$ cat src/rtl/uart_prog_loader.sv
// UART program loader: receives a little-endian word count followed by
// 32-bit little-endian words over 8N1 UART and streams them into a
// program memory, holding the CPU in reset (busy) while loading.
//
// Loader states
//   state | meaning
//   IDLE  | waiting for start, incoming bytes discarded
//   HDR   | collecting the two-byte word count
//   LOAD  | assembling and writing payload words
//   DONE  | load complete, done flag set
//   ERR   | load aborted by framing error or oversize count
//
// Receiver states
//   state   | meaning
//   RX_IDLE | line idle, watching for a falling edge
//   START   | half-bit wait, confirm start bit is still low
//   DATA    | sampling 8 data bits LSB first
//   STOP    | sampling the stop bit
module uart_prog_loader #(
  parameter int CLK_DIV = 868,
  parameter int ADDR_W  = 14,
  parameter int DEPTH   = 16384
) (
  input  logic              clk,
  input  logic              rst_a,
  input  logic              start,
  input  logic              rx,
  output logic              prog_we,
  output logic [ADDR_W-1:0] prog_addr,
  output logic [31:0]       prog_wdata,
  output logic              busy,
  output logic              done,
  output logic              frame_err,
  output logic              len_err
);

  localparam int CNT_W = $clog2(CLK_DIV);
  localparam logic [CNT_W-1:0] BIT_LAST  = CNT_W'(CLK_DIV - 1);
  localparam logic [CNT_W-1:0] HALF_LAST = CNT_W'(CLK_DIV / 2 - 1);

  typedef enum logic [1:0] {RX_IDLE, START, DATA, STOP} rx_state_t;
  typedef enum logic [2:0] {IDLE, HDR, LOAD, DONE, ERR} ld_state_t;

  rx_state_t        rx_state, rx_next;
  ld_state_t        state, state_next;
  logic             rx_s1, rx_s2, rx_prev;
  logic [CNT_W-1:0] baud_cnt;
  logic             baud_tick;
  logic [2:0]       bit_cnt;
  logic [7:0]       rx_shift;
  logic             byte_valid, rx_ferr;
  logic [1:0]       byte_idx;
  logic [ADDR_W-1:0] word_idx;
  logic [7:0]       hdr_lo;
  logic [15:0]      hdr_n;
  logic [15:0]      n_full;
  logic [23:0]      word_buf;
  logic             err_len;
  logic             last_word;

  assign baud_tick = (baud_cnt == '0);
  assign n_full    = {rx_shift, hdr_lo};
  assign last_word = (32'(word_idx) == (32'(hdr_n) - 32'd1));

  // Two-flop synchronizer plus one delayed copy for edge detection
  always_ff @(posedge clk or negedge rst_a) begin
    if (!rst_a) begin
      rx_s1   <= 1'b1;
      rx_s2   <= 1'b1;
      rx_prev <= 1'b1;
    end else begin
      rx_s1   <= rx;
      rx_s2   <= rx_s1;
      rx_prev <= rx_s2;
    end
  end

  // Receiver state register
  always_ff @(posedge clk or negedge rst_a) begin
    if (!rst_a) rx_state <= RX_IDLE;
    else        rx_state <= rx_next;
  end

  // Receiver next-state logic
  always_comb begin
    rx_next = rx_state;
    case (rx_state)
      RX_IDLE: if (rx_prev && !rx_s2) rx_next = START;
      START:   if (baud_tick) rx_next = rx_s2 ? RX_IDLE : DATA;
      DATA:    if (baud_tick && bit_cnt == 3'd7) rx_next = STOP;
      STOP:    if (baud_tick) rx_next = RX_IDLE;
      default: rx_next = RX_IDLE;
    endcase
  end

  // Receiver outputs: one-cycle byte strobe or framing-error strobe at the stop sample
  always_comb begin
    byte_valid = 1'b0;
    rx_ferr    = 1'b0;
    if (rx_state == STOP && baud_tick) begin
      byte_valid = rx_s2;
      rx_ferr    = !rx_s2;
    end
  end

  // Receiver bit timer (down-counter reloaded at each sample) and shift register
  always_ff @(posedge clk or negedge rst_a) begin
    if (!rst_a) begin
      baud_cnt <= '0;
      bit_cnt  <= '0;
      rx_shift <= '0;
    end else begin
      case (rx_state)
        RX_IDLE: begin
          baud_cnt <= HALF_LAST;
          bit_cnt  <= '0;
        end
        START: baud_cnt <= baud_tick ? BIT_LAST : baud_cnt - CNT_W'(1);
        DATA: begin
          if (baud_tick) begin
            baud_cnt <= BIT_LAST;
            rx_shift <= {rx_s2, rx_shift[7:1]};
            bit_cnt  <= bit_cnt + 3'd1;
          end else begin
            baud_cnt <= baud_cnt - CNT_W'(1);
          end
        end
        STOP: baud_cnt <= baud_tick ? HALF_LAST : baud_cnt - CNT_W'(1);
        default: baud_cnt <= HALF_LAST;
      endcase
    end
  end

  // Loader state register
  always_ff @(posedge clk or negedge rst_a) begin
    if (!rst_a) state <= IDLE;
    else        state <= state_next;
  end

  // Loader next-state logic; start is only honoured when not busy
  always_comb begin
    state_next = state;
    case (state)
      IDLE, DONE, ERR: if (start) state_next = HDR;
      HDR: begin
        if (rx_ferr) state_next = ERR;
        else if (byte_valid && byte_idx == 2'd1) begin
          if (n_full == 16'd0)                state_next = DONE;
          else if (32'(n_full) > 32'(DEPTH))  state_next = ERR;
          else                                state_next = LOAD;
        end
      end
      LOAD: begin
        if (rx_ferr) state_next = ERR;
        else if (byte_valid && byte_idx == 2'd3 && last_word) state_next = DONE;
      end
      default: state_next = IDLE;
    endcase
  end

  // Loader status outputs decoded from state; err_len picks which error flag shows
  always_comb begin
    busy      = (state == HDR) || (state == LOAD);
    done      = (state == DONE);
    frame_err = (state == ERR) && !err_len;
    len_err   = (state == ERR) && err_len;
  end

  // Loader datapath: header capture, word assembly and memory write strobe
  always_ff @(posedge clk or negedge rst_a) begin
    if (!rst_a) begin
      prog_we    <= 1'b0;
      prog_addr  <= '0;
      prog_wdata <= '0;
      byte_idx   <= '0;
      word_idx   <= '0;
      hdr_lo     <= '0;
      hdr_n      <= '0;
      word_buf   <= '0;
      err_len    <= 1'b0;
    end else begin
      prog_we <= 1'b0;
      case (state)
        IDLE, DONE, ERR: begin
          if (start) begin
            byte_idx <= '0;
            word_idx <= '0;
            err_len  <= 1'b0;
          end
        end
        HDR: begin
          if (byte_valid) begin
            if (byte_idx == 2'd0) begin
              hdr_lo   <= rx_shift;
              byte_idx <= 2'd1;
            end else begin
              hdr_n    <= n_full;
              byte_idx <= 2'd0;
              err_len  <= (32'(n_full) > 32'(DEPTH));
            end
          end
        end
        LOAD: begin
          if (byte_valid) begin
            case (byte_idx)
              2'd0: word_buf[7:0]   <= rx_shift;
              2'd1: word_buf[15:8]  <= rx_shift;
              2'd2: word_buf[23:16] <= rx_shift;
              default: begin
                prog_we    <= 1'b1;
                prog_addr  <= word_idx;
                prog_wdata <= {rx_shift, word_buf};
                // Index stays put on the final word so it never reaches DEPTH
                if (!last_word) word_idx <= word_idx + ADDR_W'(1);
              end
            endcase
            byte_idx <= byte_idx + 2'd1;
          end
        end
        default: ;
      endcase
    end
  end

endmodule

$ cat config.mk
export PLATFORM = sky130hd
export DESIGN_NAME = uart_prog_loader
export DESIGN_NICKNAME = d
export VERILOG_FILES = /design/src/rtl/uart_prog_loader.sv
export SDC_FILE = /design/constraint.sdc
export NUM_CORES = 1
export LEC_CHECK = 0
export BUFFER_PORTS_ARGS = -buffer_cell sky130_fd_sc_hd__buf_2
export CAP_MARGIN = 25
export CORE_MARGIN = 5
export CORE_UTILIZATION = 45
export CTS_CLUSTER_SIZE = 8
export DETAILED_ROUTE_END_ITERATION = 10
export GPL_ROUTABILITY_DRIVEN = 0
export PLACE_DENSITY_LB_ADDON = 0.08
export SETUP_SLACK_MARGIN = 0.02
export SYNTH_ARGS = -nofsm -noshare
export SYNTH_HDL_FRONTEND = slang
export SYNTH_SLANG_ARGS = --single-unit
export TNS_END_PERCENT = 100
$ cat constraint.sdc
create_clock -name clk -period 3.95 [get_ports clk]
set_clock_uncertainty 0.05 [all_clocks]
set_input_delay 0.79 -clock clk [delete_from_list [all_inputs] [get_ports clk]]
set_output_delay 0.79 -clock clk [all_outputs]
set_load 0.02 [all_outputs]
==> metrics.cfg <==
[detailed_routing]
routedWlPerCell_um = 16.87
drtIter0Drc = 198
final_antenna_net_count = 0
vias_per_cell = 5.495
drt_pass1_iterations = 4
num_vias = 4451
drc_errors = 0
routed_wl_mm = 13.67

[pwr]
swShare_pct = 26.70
vdd_ir_drop_max_mv = 0.2552
leakage_uw = 0.003960
power_density_nw_per_um2 = 494.2
power_frac_comb_pct = 15.7
switchingPower_uw = 1013
p_int_uw = 2781
power_frac_clock_pct = 42.2
p_seq_share_pct = 42.2
power_uw = 3794

[sta]
fin_tns_setup_ns = 0
whs_ns = 0.3042
fmax_ghz = 0.2836
hold_viol_final = 0
fin_crit_sh_pct = 89.26
tightest_slew_ns = 0.7255
setup_ws_ns = 0.4241
rsz0062_at_grt = false
drv_slew = 0
min_period_ns = 3.526
finalSetupViolations = 0
slew_headroom_pct = 51.63

[critical_path]
critPathKind = reg2reg
cp.required_ns = 4.20
reg2reg_to = word_idx[10]$_DFFE_PN0P_
slowest_stage = or4_1
worstPathMaxFanout = 23
crit_path_end = word_idx[10]$_DFFE_PN0P_
end_kind = flop
timing.rr.start = hdr_n[3]$_DFFE_PN0P_
critPathLaunch = hdr_n[3]$_DFFE_PN0P_
start_kind = flop
cpPeakStageDelay_ns = 0.69
critPathArrivalTime_ns = 3.77
crit_path_cell_trace = or4_1, or4_4, mux2_4, a311oi_1, nor2_1, a21oi_4, a31oi_1, a41o_1
ff2ff_setup_slack_ns = 0.42
reg2reg_depth = 8

[floorplanning]
core_um2 = 14480
die_x_um = 131.1
die_area_um2 = 17190
fp-row-count = 44
pin_count = 55
dieHeight_um = 131.1
start_util_pct = 45.59

[layout]
drive_gt1_share_pct = 33.71
layout_common_cells = 138 x dfrtp_1, 97 x mux2_2, 53 x buf_2, 42 x nand2_1, 33 x nor2_1
nets = 635
layout_commonest_cell = dfrtp_1
area_growth_pct = 16.28
finalNonFillerCells = 810
diodes = 0
fillers = 1285

[synthesis]
syn_nets = 579
ys_ff_latch = 141
synth_edf_count = 0
ys_types = 55
syn_area_um2 = 6601
async_reset_ff_share_pct = 100.0
synth_cells = 561
ys.flop_type = dfrtp_1
ys_warn_count = 0
yosysSeqAreaShare_pct = 53.51
syn_avg_cell_area_um2 = 11.77

[grt]
antenna_found_initial = 0
grt_pass1_vias = 4548
grt_pass1_wl_mm = 23.24
grt_usage_pct = 16.44
grt_max_degree = 80
grt_overflow = 0

[job]
cap_violations = 0

[place]
place_hpwl_mm = 9.408
port_buffers = 54
place_ws_ns = 0.4372
dp_cells = 782

[clock_tree]
clk_path_buf_depth = 2
cts_hold_buf = 0
clock-sinks = 141
clk_latency_ns = 0.41
clock-root-buffer = clkbuf_16
tritoncts = yes
post_cts_resized = 0
clk_pin_slew_ns = 0.05
post_cts_buffers = 0
htreeDepth = 4
cts_inserted_buffers = 17

[worst_hold_path]
hold_class = reg2reg

[status]
status = completed

==> how the worst min path moves through the flow <==
stage	cells after the start	slack, ns	end	startpoint
floorplan	0	0.30	rx_s2$_DFF_PN1_	rx_s1$_DFF_PN1_
global placement	0	0.30	rx_s2$_DFF_PN1_	rx_s1$_DFF_PN1_
detailed placement	0	0.30	rx_s2$_DFF_PN1_	rx_s1$_DFF_PN1_
CTS	0	0.30	rx_s2$_DFF_PN1_	rx_s1$_DFF_PN1_
global route	0	0.31	rx_s2$_DFF_PN1_	rx_s1$_DFF_PN1_
finish	0	0.30	rx_s2$_DFF_PN1_	rx_s1$_DFF_PN1_
==> cell type report <==
class / instances / area (um2) / area share, %
clock inverters: 7 / 115.1 / 1.500
flip-flops and latches: 141 / 3532 / 46.01
well taps: 184 / 230.2 / 2.999
inverters: 17 / 63.81 / 0.8313
repair buffers: 62 / 361.6 / 4.711
clock buffers: 21 / 470.5 / 6.129
multi-input cells: 378 / 2903 / 37.82
==> routing by layer <==
layer | up-vias | wire, um | global-route usage [%]
li1 | 2128 | - | -
met1 | 2233 | 6588 | 22.40
met2 | 70 | 6340 | 25.40
met3 | 20 | 479 | 3.861
met4 | 0 | 259 | 6.755
met5 | - | 0 | 0
==> synth_stat cells (3+ instances only) <==
cell type	instances	area share (%)
or3_1	5	0.47
a31oi_1	7	0.66
nand4_1	5	0.47
nor2_1	33	1.9
and3_1	9	0.85
a31o_2	6	0.80
nor2b_1	3	0.28
dfrtp_1	138	52
nor4_1	8	0.76
xor2_1	10	1.3
nand3_1	8	0.61
mux2_2	97	17
dfstp_2	3	1.2
nor3_1	13	0.99
o21ai_0	19	1.4
inv_1	17	0.97
or4_1	4	0.45
mux2i_1	4	0.61
o21bai_1	3	0.34
clkbuf_1	20	1.1
nand2b_1	6	0.57
a41o_1	3	0.45
or2_2	8	0.76
nand2_1	43	2.4
nor4b_1	3	0.40
ha_1	14	2.7
a21oi_1	20	1.5
xnor2_1	12	1.6
a22o_1	3	0.40
==> state kept, by name (all words and copies together), names as in the netlist, 2 cells and up, named ones only <==
signal	flops
baud_cnt	10
bit_cnt	3
byte_idx	2
hdr_lo	8
hdr_n	16
prog_addr	14
prog_wdata	32
rx_shift	8
state	3
word_buf	24
word_idx	14
==> per-stage QoR <==
step / cell area, um2 / util [%]
after floorplan: 6601 / -
after global placement: 7091 / 48.97
after detailed placement: 7091 / 48.97
after CTS: 7676 / 53.02
after global routing: 7676 / 53.02
final: 7676 / 53.02
==> worst max-delay path, delay by kind of cell, from the launching register on <==
| kind | cells | cell delay [ns] |
|---|---|---|
| multiplexers | 1 | 0.31 |
| AO/OA/AOI/OAI | 4 | 1.18 |
| flip-flops | 1 | 0.44 |
| AND/OR/NAND/NOR | 3 | 1.42 |
==> kinds of logic (layout without fill, tap and decap cells) <==
| kind of cell | Yosys count | count (layout) | share of synthesized area, % |
|---|---|---|---|
| multiplexers | 102 | 102 | 17.38 |
| adder cells (fa/ha/maj) | 14 | 14 | 2.654 |
| flip-flops | 141 | 141 | 53.51 |
| AO/OA/AOI/OAI | 82 | 82 | 8.397 |
| XOR/XNOR | 22 | 22 | 2.919 |
| AND/OR/NAND/NOR | 158 | 158 | 12.49 |
| buffers and inverters | 42 | 107 | 2.653 |
==> power groups by stage <==
stage	combinational [uW]	clock (uW)	sequential (uW)
floorplan	456	0	1590
global placement	584	0	1620
detailed placement	599	0	1620
CTS	600	1640	1600
global route	676	1700	1610
finish	594	1600	1600
Note: power is estimated with default switching activity, not from simulation.
